===== src/rtl/alu_b_input_reg.sv =====
// ALU B operand register with one-level history (b_prev), restore swap,
// fixed-priority request arbitration and conflict flags.
module alu_b_input_reg #(
  parameter int               WIDTH       = 8,
  parameter logic [WIDTH-1:0] RESET_VALUE = '0
) (
  input  logic             clk,
  input  logic             rst_n,
  input  logic             load_not_db,
  input  logic             load_db,
  input  logic             load_adr,
  input  logic             load_zero,
  input  logic             restore,
  input  logic             clr_err,
  input  logic [WIDTH-1:0] db,
  input  logic [WIDTH-1:0] adr,
  output logic [WIDTH-1:0] b_out,
  output logic [WIDTH-1:0] b_prev,
  output logic             loaded,
  output logic             conflict,
  output logic             err_sticky
);

  logic [4:0]       req;
  logic             req_any;
  logic             req_multi;
  logic [WIDTH-1:0] b_out_q, b_out_d;
  logic [WIDTH-1:0] b_prev_q, b_prev_d;
  logic             loaded_q, conflict_q, err_q, err_d;

  assign req       = {load_not_db, load_db, load_adr, load_zero, restore};
  assign req_any   = |req;
  // Clearing the lowest set bit leaves something only if two or more bits were set.
  assign req_multi = |(req & (req - 5'd1));

  always_comb begin
    b_out_d  = b_out_q;
    b_prev_d = b_prev_q;
    if (load_not_db) begin
      b_out_d  = ~db;
      b_prev_d = b_out_q;
    end else if (load_db) begin
      b_out_d  = db;
      b_prev_d = b_out_q;
    end else if (load_adr) begin
      b_out_d  = adr;
      b_prev_d = b_out_q;
    end else if (load_zero) begin
      b_out_d  = '0;
      b_prev_d = b_out_q;
    end else if (restore) begin
      b_out_d  = b_prev_q;
      b_prev_d = b_out_q;
    end
  end

  // A fresh conflict outranks clr_err on the same edge.
  assign err_d = req_multi | (err_q & ~clr_err);

  always_ff @(posedge clk) begin
    if (!rst_n) begin
      b_out_q    <= RESET_VALUE;
      b_prev_q   <= RESET_VALUE;
      loaded_q   <= 1'b0;
      conflict_q <= 1'b0;
      err_q      <= 1'b0;
    end else begin
      b_out_q    <= b_out_d;
      b_prev_q   <= b_prev_d;
      loaded_q   <= req_any;
      conflict_q <= req_multi;
      err_q      <= err_d;
    end
  end

  assign b_out      = b_out_q;
  assign b_prev     = b_prev_q;
  assign loaded     = loaded_q;
  assign conflict   = conflict_q;
  assign err_sticky = err_q;

endmodule


===== config.mk =====
export PLATFORM = sky130hd
export DESIGN_NAME = alu_b_input_reg
export DESIGN_NICKNAME = d
export VERILOG_FILES = /design/src/rtl/alu_b_input_reg.sv
export SDC_FILE = /design/constraint.sdc
export NUM_CORES = 1
export LEC_CHECK = 0
export CAP_MARGIN = 20
export CORE_MARGIN = 2
export CORE_UTILIZATION = 55
export DETAILED_ROUTE_END_ITERATION = 6
export DONT_BUFFER_PORTS = 1
export PLACE_DENSITY = 0.8
export SETUP_SLACK_MARGIN = 0.4
export SLEW_MARGIN = 20
export SYNTH_ARGS = -nofsm -noshare
export SYNTH_HDL_FRONTEND = slang
export SYNTH_SLANG_ARGS = --single-unit

===== constraint.sdc =====
create_clock -name clk -period 2.4 [get_ports clk]
set_input_delay 0.48 -clock clk [delete_from_list [all_inputs] [get_ports clk]]
set_output_delay 0.48 -clock clk [all_outputs]
set_load 0.01 [all_outputs]

Yosys cells after proc, flatten, opt, wreduce, memory -nomap -nowiden
Cells that the tools add are included. W data, S select, Z words.

Shifts and indexed selects: 0. $lt $le $gt $ge: 0. Reductions and logical operators: 3. Bitwise operators: 5. Multiply operators: 0. Multiplexer cells: 10. Eq/ne operators: 0. Div/mod/pow operators: 0. Add/subtract/negate cells: 1.

Operators by type and width (count): $mux W8 (10); $reduce_or A5 Y1 (2); $not A8 Y8 (1); $and A5 B5 Y5 (1); $reduce_bool A5 Y1 (1); $sub A5 B1 Y5 const B (1); $and A1 B1 Y1 (1); $not A1 Y1 (1); $or A1 B1 Y1 (1).

Input port bits: 24. Logic and storage cells: 24. Latch bits: 0. Memory bits (writable): 0. Memories: 0. Bits in registers: 19. Bits in read-only memories: 0. Output and inout bits: 19.

Logic depth before layout (Yosys ltp)
Gate-level depths: netlist (run 1).

Word-level depth: 5. Mapped depth: 6. Depth with buffers taken out: 3.

Worst setup path after synthesis (run 1)
No wires, ideal clock.

Path kind: in2reg. From: in load_db. To: reg b_prev_q[6] (netlist: b_prev[6]). Cell stages on the path: 6. Data arrival time: 1.791 ns. Data required time: 2.283 ns. Buffers on the path: 3. Path slack: 0.493 ns. Setup time: 0.117 ns. Cells stage by stage: buf_6 -> or4_4 -> o21a_1 -> buf_6 -> buf_8 -> a22o_1.

Longest elaborated chain between the ends: 2. Elaborated cells on any way between the ends: 3. Those cells by class: 2 x mux; 1 x reduce/logical.

Ends and longest elaborated chain: start: declaration (line 10) `input logic load_db,`; $mux W8 (line 42) `end else if (load_db) begin`; $mux W8 (line 39) `if (load_not_db) begin`; end signal: assignment (line 69) `b_prev_q <= b_prev_d;`; end: declaration (line 28) `logic [WIDTH-1:0] b_prev_q, b_prev_d;`.

Parallel ways exist; a longest one is shown, timed or not. A chain may end at the register's enable or synchronous reset.

Final worst setup path (run 1)
From: in load_db. To: reg b_prev_q[4] (netlist: b_prev[4]).

Same word-level chain as after synthesis.

==> impl_metrics.env, run 1 <==
export IMPL_gr_total_overflow=0
export IMPL_ys_seq_area_share_pct=42.5
export IMPL_grt_pass1_vias=679
export IMPL_worst_ep_arrival_time_ns=1.83
export IMPL_finalWirelength_um=1780
export IMPL_rows=14
export IMPL_post_route_drc_count=0
export IMPL_syn_area_um2=895
export IMPL_pin_count=43
export IMPL_synth_area_leaders="dfxtp_1, a32o_1, a22o_1"
export IMPL_drtIter0Drc=20
export IMPL_synth_edf_count=0
export IMPL_cts_resized=0
export IMPL_grt_use_total_pct=20.3
export IMPL_whs_path_depth=2
export IMPL_core_area_mm2=0.00152
export IMPL_reg2regPathDepth=3
export IMPL_multi_input_area_um2=419
export IMPL_synth_seq_cells=19
export IMPL_grt_max_degree=21
export IMPL_cts_setup_buffers=0
export IMPL_critical_path_startpoint_type="primary input"
export IMPL_yosysMostFrequentCell="dfxtp_1"
export IMPL_gp_congestion=0.669
export IMPL_grt_setup_unrepaired="false"
export IMPL_ir_drop_mv=0.349
export IMPL_num_fill_cells=129
export IMPL_slew_violations=0
export IMPL_clk_pin_slew_worst_paths_ns=0.10
export IMPL_antenna_found_initial=0
export IMPL_grt_pass1_wl_um=2910
export IMPL_drt_pass1_iterations=4
export IMPL_via_per_inst=6.58
export IMPL_path_cells="or4_4, nor3b_4, a22o_1"
export IMPL_seqCellArea_um2=380
export IMPL_cp_slowest_cell="nor3b_4"
export IMPL_die_h_um=44.3
export IMPL_clockBufferDepth=2
export IMPL_finalHoldViolCount=0
export IMPL_syn2layout_area_growth_pct=-2.38
export IMPL_avgSynthCellArea_um2=9.42
export IMPL_syn_inst=95
export IMPL_endpoint_kind="register"
export IMPL_root_buffer="clkbuf_4"
export IMPL_yosys_warnings=0
export IMPL_worstPathRequired_ns=2.64
export IMPL_crit_type="in2reg"
export IMPL_async_flop_share_pct=0
export IMPL_min_period_ns=1.59
export IMPL_nNetsFinal=115
export IMPL_leakage_nw=0.306
export IMPL_antenna_cells=0
export IMPL_initial_core_util_pct=58.7
export IMPL_avgRoutedWirePerCell_um=16.8
export IMPL_critical_path_max_stage_delay_ns=0.58
export IMPL_drive_gt1_share_pct=6.67
export IMPL_outcome="finished, final reports clean"
export IMPL_critical_path_peak_fanout=19
export IMPL_syn_num_nets=119
export IMPL_tns_ns=0
export IMPL_cts_hold_buf=0
export IMPL_clock_sinks=19
export IMPL_hp_class="in2reg"
export IMPL_slew_headroom_pct=57.8
export IMPL_dp_hpwl_um=1260
export IMPL_skew_ns=0.000456
export IMPL_synthFlopType="dfxtp_1"
export IMPL_yosysTopAreaCell="dfxtp_1"
export IMPL_synth_top_area_share_pct=42.5
export IMPL_synth_common_cells="dfxtp_1, nand2_1, a21oi_1, a22o_1, a32o_1"
export IMPL_max_slew_worst_pin_slew_ns=0.632
export IMPL_max_cap_viol_count=0
export IMPL_clkLatencyLatePin_ns=0.29
export IMPL_total_power_w=0.000578
export IMPL_dieArea_mm2=0.00197
export IMPL_setup_viol=0
export IMPL_routed_via_count=697
export IMPL_numCtsBuffers=3
export IMPL_io_buffer_count=0
export IMPL_antenna_left=0
export IMPL_cts_htree_levels=1
export IMPL_fmaxAchievable_mhz=629
export IMPL_power_density_mw_per_mm2=662
export IMPL_cts_tree="yes"
export IMPL_synth_cell_types=25
export IMPL_finalCritPeriodShare_pct=66.2
export IMPL_die_x_um=44.3
-- worst max-delay path, delay by kind of cell --
| kind | cells | cell delay [ns] |
|---|---|---|
| and+or+nand+nor | 2 | 1.13 |
| AOI/OAI and AO/OA | 1 | 0.22 |
-- flip-flops by register name, summed over array words and instances, names as in the netlist --
signal,cells
loaded,1
err_sticky,1
b_out,8
b_prev,8
conflict,1
-- metrics by stage --
stage	util (%)	worst slack [ns]	cell area (um2)	hold slack (ns)	cells
6_report	57.3	0.811	873	0.331	106
3_5_place_dp	55.5	0.491	846	0.532	102
2_1_floorplan	-	0.493	895	0.505	95
3_3_place_gp	55.5	0.553	846	0.523	102
4_1_cts	57.3	0.798	873	0.329	106
5_1_grt	57.3	0.753	873	0.325	106
-- cell type report --
type | instances | share of cell area (%)
multi-input cells | 60 | 48.0
flip-flops and latches | 19 | 43.6
inverters | 7 | 3.01
clock inverters | 1 | 0.573
clock buffers | 3 | 2.58
well taps | 16 | 2.29
-- layout by cell type, fill, tap and decap left out --
cell type and n:
o31ai_1 1, nand2b_1 1, dfxtp_1 19, o221ai_1 7, nor4_1 1, nor3b_1 1, nor3_1 2, o21a_1 1
a21oi_1 8, nand2_1 15, clkinv_2 1, or4_4 1, inv_1 7, nor3b_4 1, a32o_1 8, clkbuf_4 3
a22o_1 8, a211oi_1 1, nand3b_1 1, o21ai_0 1, or3_1 1, maj3_1 1
-- report_power, final --
part           leakage (nW)  internal, W  total [W]  switching (W)
logic                 0.130    0.0000306  0.0000530      0.0000225
clock network        0.0177    0.0000621   0.000159      0.0000968
registers             0.158     0.000338   0.000366      0.0000282
-- layer usage --
| metal | track usage (%) | vias up | part of all wire, % |
|---|---|---|---|
| li1 | - | 349 | - |
| met1 | 22.6 | 310 | 43 |
| met2 | 34.1 | 36 | 46 |
| met3 | 8.98 | 2 | 11 |
| met4 | 7.27 | 0 | 1.0 |
| met5 | 0 | - | 0 |
-- logic make-up (layout without fill, tap and decap cells) --
| family | after synthesis | after routing | synth area share (%) |
|---|---|---|---|
| adder cells (fa/ha/maj) | 1 | 1 | 1.12 |
| buffers and inverters | 16 | 11 | 10.6 |
| flip-flops | 19 | 19 | 42.5 |
| AND/OR/NAND/NOR | 24 | 24 | 14.5 |
| AO/OA/AOI/OAI | 35 | 35 | 31.2 |
-- final timing paths --
path,start,end,slack (ns)
setup reg to reg,b_prev[4],b_out[4],1.49
hold reg to reg,err_sticky,err_sticky,0.55
hold / removal,rst_n,err_sticky,0.33
setup / recovery,load_db,b_prev[4],0.81
Note: power is estimated with default switching activity, not from simulation.
==> run 2, diff against run 1 <==
--- a/config.mk
+++ b/config.mk
@@ -7,10 +7,10 @@
 export LEC_CHECK = 0
 export CAP_MARGIN = 20
 export CORE_MARGIN = 2
-export CORE_UTILIZATION = 55
+export CORE_UTILIZATION = 53
 export DETAILED_ROUTE_END_ITERATION = 6
 export DONT_BUFFER_PORTS = 1
-export PLACE_DENSITY = 0.8
+export PLACE_DENSITY = 0.81
 export SETUP_SLACK_MARGIN = 0.4
 export SLEW_MARGIN = 20
 export SYNTH_ARGS = -nofsm -noshare
==> constraint.sdc (replaced) <==
create_clock -name clk -period 1.3 [get_ports clk]
set_input_delay 0.26 -clock clk [delete_from_list [all_inputs] [get_ports clk]]
set_output_delay 0.26 -clock clk [all_outputs]
set_load 0.01 [all_outputs]
==> run 2 against run 1 <==
Design area grew 15%. First-iteration DRC count shrank 65%. Critical path depth grew 1. Sequential share of layout area shrank 0.93 points. Setup slack lost 0.71 ns. Critical endpoint is now b_out[3]. Highest routed layer unchanged.
==> impl_metrics.env, run 2 (synthesis results as in run 1) <==
export IMPL_outcome="finished, final reports clean"
export IMPL_grt_pass1_vias=663
export IMPL_routed_via_count=748
export IMPL_die_x_um=45.1
export IMPL_die_h_um=45.1
export IMPL_setup_viol=0
export IMPL_clock_sinks=19
export IMPL_path_cells="or4_4, o21a_4, buf_2, a32o_1"
export IMPL_nNetsFinal=121
export IMPL_root_buffer="clkbuf_4"
export IMPL_post_route_drc_count=0
export IMPL_most_common_layout_cells="nand2_1, dfxtp_2, dfxtp_4"
export IMPL_num_fill_cells=127
export IMPL_finalCritPeriodShare_pct=92.1
export IMPL_numCtsBuffers=3
export IMPL_finalWirelength_um=1840
export IMPL_worst_ep_arrival_time_ns=1.39
export IMPL_cts_setup_buffers=0
export IMPL_critical_path_max_stage_delay_ns=0.53
export IMPL_cts_hold_buf=0
export IMPL_slew_headroom_pct=80.9
export IMPL_grt_setup_unrepaired="true"
export IMPL_clockBufferDepth=2
export IMPL_rows=14
export IMPL_clkLatencyLatePin_ns=0.29
export IMPL_gp_congestion=0.643
export IMPL_grt_use_total_pct=19.7
export IMPL_power_density_mw_per_mm2=1070
export IMPL_busiest_layer="met2"
export IMPL_fmaxAchievable_mhz=835
export IMPL_io_buffer_count=0
export IMPL_fin_hold_ws_ns=0.112
export IMPL_worstPathRequired_ns=1.49
export IMPL_gr_total_overflow=0
export IMPL_critical_path_startpoint_type="primary input"
export IMPL_cts_tree="yes"
export IMPL_max_cap_viol_count=0
export IMPL_grt_pass1_wl_um=2950
export IMPL_antenna_left=0
export IMPL_leakage_nw=0.352
export IMPL_crit_type="in2reg"
export IMPL_avgRoutedWirePerCell_um=16.4
export IMPL_clk_pin_slew_worst_paths_ns=0.10
export IMPL_endpoint_kind="register"
export IMPL_hp_class="in2reg"
export IMPL_pin_count=43
export IMPL_critical_path_peak_fanout=4
export IMPL_cts_htree_levels=1
export IMPL_antenna_found_initial=0
export IMPL_cp_slowest_cell="or4_4"
export IMPL_drt_pass1_iterations=4
export IMPL_drive_gt1_share_pct=36.5
export IMPL_antenna_cells=0
export IMPL_core_area_mm2=0.00154
export IMPL_dieArea_mm2=0.00203
export IMPL_grt_util_met2_pct=31.4
export IMPL_slew_violations=0
export IMPL_dp_hpwl_um=1330
export IMPL_initial_core_util_pct=58.0
export IMPL_ir_drop_mv=0.820
export IMPL_min_period_ns=1.20
export IMPL_finalHoldViolCount=0
export IMPL_use_met1_pct=25.6
export IMPL_skew_ns=0.00338
export IMPL_drtIter0Drc=7
export IMPL_via_per_inst=6.68
export IMPL_total_power_w=0.00107
export IMPL_final_core_util_pct=64.9
export IMPL_grt_max_degree=21
export IMPL_grtUsageMet3_pct=7.60
export IMPL_syn2layout_area_growth_pct=11.9
export IMPL_max_slew_worst_pin_slew_ns=0.287
export IMPL_final_common_cell="nand2_1"
## run 2: cell count changes in the layout (fill, tap and decap cells not counted), moves of 5 or more
cell	before	now
dfxtp_2	0	10
buf_6	0	5
dfxtp_4	0	9
dfxtp_1	19	0
## run 2: worst paths after layout
path | from | to | slack, ns | cells past startpoint
setup / recovery | restore | b_out[3] | 0.10 | 4
hold / removal | rst_n | err_sticky | 0.11 | 2
setup reg to reg | b_prev[2] | b_out[2] | 0.41 | 3
hold reg to reg | b_prev[0] | b_prev[0] | 0.51 | 1
## run 2: where the power goes
part	total, W	switching, W	internal [W]
Sequential	0.000675	0.0000517	0.000623
Clock	0.000283	0.000169	0.000114
Combinational	0.000116	0.0000450	0.0000707
Total	0.00107	0.000266	0.000808
## run 2: critical path, delay by kind of cell
kind | cells | cell delay, ns
compound gates | 2 | 0.45
simple gates | 1 | 0.53
buf+inv | 1 | 0.14
## run 2: per-stage QoR
| step | instance area [um2] | cells | setup WS [ns] | TNS [ns] |
|---|---|---|---|---|
| after detailed placement | 896 | 107 | -0.198 | -2.94 |
| after global placement | 896 | 107 | -0.190 | -2.80 |
| after global routing | 1000 | 112 | 0.0811 | 0 |
| after floorplan | 916 | 95 | -0.275 | -3.67 |
| final | 1000 | 112 | 0.102 | 0 |
| after CTS | 956 | 111 | 0.108 | 0 |
## run 2: repair_timing
action | in CTS | in global routing
setup endpoints to repair | 36 | 37
gates resized for setup | 21 | 13
pin swaps | 0 | 4
gates cloned | 0 | 1
## run 2: final cells by class
| type | instances | area, um2 | share of cell area [%] |
|---|---|---|---|
| Clock buffer | 3 | 22.5 | 2.25 |
| Clock inverter | 1 | 5.00 | 0.500 |
| Inverter | 7 | 26.3 | 2.63 |
| Multi-Input combinational cell | 60 | 439 | 43.9 |
| Sequential cell | 19 | 427 | 42.6 |
| Tap cell | 16 | 20.0 | 2.00 |
| Timing Repair Buffer | 6 | 61.3 | 6.13 |
## run 2: layer usage
metal	part of all wire, %	wire length (um)
met1	43	796
met2	49	903
met3	7.0	129
met4	0.71	13
met5	0	0
==> run 3, diff against run 2 <==
--- a/config.mk
+++ b/config.mk
@@ -5,14 +5,14 @@
 export SDC_FILE = /design/constraint.sdc
 export NUM_CORES = 1
 export LEC_CHECK = 0
+export ABC_AREA = 1
 export CAP_MARGIN = 20
 export CORE_MARGIN = 2
-export CORE_UTILIZATION = 53
+export CORE_UTILIZATION = 54
 export DETAILED_ROUTE_END_ITERATION = 6
 export DONT_BUFFER_PORTS = 1
-export PLACE_DENSITY = 0.81
+export PLACE_DENSITY = 0.82
 export SETUP_SLACK_MARGIN = 0.4
-export SLEW_MARGIN = 20
 export SYNTH_ARGS = -nofsm -noshare
 export SYNTH_HDL_FRONTEND = slang
 export SYNTH_SLANG_ARGS = --single-unit
==> run 3 against run 2 <==
Register-to-register slack better by 0.09 ns. Clock skew is 0.0011 ns lower. Die area is 7.3% higher. Sequential power is 0.9% lower. Clock-buffer cell count is 1 higher. Critical path depth is 4 lower. Critical path type is now reg2out. Largest power group unchanged.
==> impl_metrics.env, run 3 <==
export IMPL_clockBufferDepth=2
export IMPL_switching_share_pct=27.8
export IMPL_dieArea_mm2=0.00218
export IMPL_hp_class="in2reg"
export IMPL_synthSimpleGateAreaFrac_pct=49.2
export IMPL_cts_hold_buf=0
export IMPL_syn_num_nets=190
export IMPL_synth_top_area_share_pct=40.4
export IMPL_syn_inst=166
export IMPL_finalHoldViolCount=0
export IMPL_nNetsFinal=190
export IMPL_antenna_found_initial=0
export IMPL_yosys_warnings=0
export IMPL_antenna_left=0
export IMPL_avgSynthCellArea_um2=5.93
export IMPL_final_common_cell="nand2_1"
export IMPL_clk_pin_slew_worst_paths_ns=0.10
export IMPL_grt_pass1_wl_um=3550
export IMPL_gr_total_overflow=0
export IMPL_setup_viol=0
export IMPL_die_x_um=46.7
export IMPL_slew_violations=0
export IMPL_tns_ns=0
export IMPL_cts_htree_levels=1
export IMPL_multi_input_area_um2=544
export IMPL_antenna_cells=0
export IMPL_post_route_drc_count=0
export IMPL_syn2layout_area_growth_pct=11.2
export IMPL_clock_sinks=19
export IMPL_synth_area_leaders="nand2_1, dfxtp_1, a21oi_1"
export IMPL_synth_edf_count=0
export IMPL_max_cap_viol_count=0
export IMPL_synthFlopType="dfxtp_1"
export IMPL_io_buffer_count=0
export IMPL_num_fill_cells=170
export IMPL_yosysMostFrequentCell="nand2_1"
export IMPL_dp_slack_ns=0.239
export IMPL_synth_compound_area_share_pct=4.07
export IMPL_grt_setup_unrepaired="true"
export IMPL_leakage_nw=0.586
export IMPL_netSwitchingPower_w=0.000303
export IMPL_core_area_mm2=0.00173
export IMPL_internal_power_w=0.000788
export IMPL_seqCellArea_um2=442
export IMPL_crit_type="reg2out"
export IMPL_numCtsBuffers=3
export IMPL_die_h_um=46.7
export IMPL_rows=15
export IMPL_muxShareOfSynthArea_pct=0
export IMPL_cts_setup_buffers=0
export IMPL_power_density_mw_per_mm2=997
export IMPL_min_period_ns=0.941
export IMPL_slew_headroom_pct=76.2
export IMPL_grt_pass1_vias=837
export IMPL_max_slew_worst_pin_slew_ns=0.357
export IMPL_synth_fa_ha_area_share_pct=0
export IMPL_gp_congestion=0.764
export IMPL_worst_ep_arrival_time_ns=0.68
export IMPL_cts_tree="yes"
export IMPL_dp_hpwl_um=1700
export IMPL_place_area_mm2=0.00101
export IMPL_ys_seq_area_share_pct=38.6
export IMPL_async_flop_share_pct=0
export IMPL_critical_path_startpoint_type="register"
export IMPL_drive_gt1_share_pct=18.8
export IMPL_outcome="finished, final reports clean"
export IMPL_initial_core_util_pct=57.0
export IMPL_syn_area_um2=985
export IMPL_drt_pass1_iterations=5
export IMPL_pwr_share_seq_pct=61.3
export IMPL_endpoint_kind="primary output"
export IMPL_finalCritPeriodShare_pct=72.4
export IMPL_synth_cell_types=14
export IMPL_via_per_inst=5.07
export IMPL_fmaxAchievable_mhz=1060
export IMPL_worstPathRequired_ns=1.04
export IMPL_root_buffer="clkbuf_4"
export IMPL_place_inst=186
export IMPL_critical_path_peak_fanout=3
export IMPL_routed_via_count=963
export IMPL_pin_count=43
export IMPL_grt_use_total_pct=23.3
export IMPL_ir_drop_mv=0.631
export IMPL_skew_ns=0.00224
export IMPL_drtIter0Drc=17
export IMPL_yosysTopAreaCell="nand2_1"
export IMPL_synthXorXnorAreaFrac_pct=0
export IMPL_clkLatencyLatePin_ns=0.29
export IMPL_pwr_share_clk_pct=26.9
export IMPL_power_frac_comb_pct=11.8
export IMPL_synth_seq_cells=19
export IMPL_avgRoutedWirePerCell_um=12.3
export IMPL_grt_max_degree=19
export IMPL_most_common_layout_cells="nand2_1, dfxtp_4, inv_1"
export IMPL_finalWirelength_um=2340
export IMPL_synth_top_family_by_area="simple AND/OR/NAND/NOR gates"
export IMPL_postLayoutSetupSlackWorst_ns=0.359
export IMPL_synth_common_cells="nand2_1, dfxtp_1, inv_1"
export IMPL_stdcell_count=190
export IMPL_stdcell_area_mm2=0.00109
-- run 3: changes by cell type after synthesis, sizes merged, moves of 2 or more --
cell	delta
a22o	-8
a32o	-8
clkbuf	-3
inv	+5
nand2	+92
nor2	+12
nor3	-2
nor3b	-2
o221ai	-7
-- run 3: cells by family after synthesis --
kind of cell    count (synthesis)
simple gates                  121
flops                          19
buf+inv                        18
compound gates                  8
-- run 3: per-layer routing --
metal / track usage (%) / vias up / wire, um
met2: 40.8 / 38 / 1190
met3: 10.2 / 2 / 222
met4: 7.78 / 0 / 12
met5: 0 / - / 0
met1: 25.1 / 426 / 908
li1: - / 497 / -
-- run 3: power groups by stage --
stage	Clock, W	Combinational (W)	Sequential, W
finish	0.000294	0.000129	0.000669
global route	0.000327	0.000150	0.000676
CTS	0.000309	0.000128	0.000677
detailed placement	0	0.000128	0.000688
global placement	0	0.000121	0.000686
floorplan	0	0.000129	0.000679
-- run 3: worst paths after layout --
kind	startpoint	end	slack (ns)	depth (start not counted)
setup reg to reg	b_prev[1]	b_out[1]	0.50	6
hold reg to reg	b_prev[4]	b_prev[4]	0.49	2
hold / removal	rst_n	conflict	0.09	2
setup / recovery	b_prev[3]	b_prev[3]	0.36	0
-- run 3: per-stage QoR --
stage	hold slack, ns	power, W	util, %
5_1_grt	0.101	0.00115	63.4
4_1_cts	0.0800	0.00111	62.1
3_3_place_gp	0.389	0.000807	58.3
2_1_floorplan	0.376	0.000808	-
3_5_place_dp	0.393	0.000815	58.3
6_report	0.0872	0.00109	63.4
-- run 3: layout make-up --
cell class                      count  share of cell area [%]
Clock buffer                        4                    2.40
Sequential cell                    19                    40.3
Inverter                           13                    4.69
Multi-Input combinational cell    129                    49.7
Tap cell                           25                    2.86
-- run 3: repair_timing --
item / 4_1_cts / 5_1_grt
resized for setup: 25 / 9
pin swaps: 0 / 0
endpoints found under the setup margin: 19 / 19
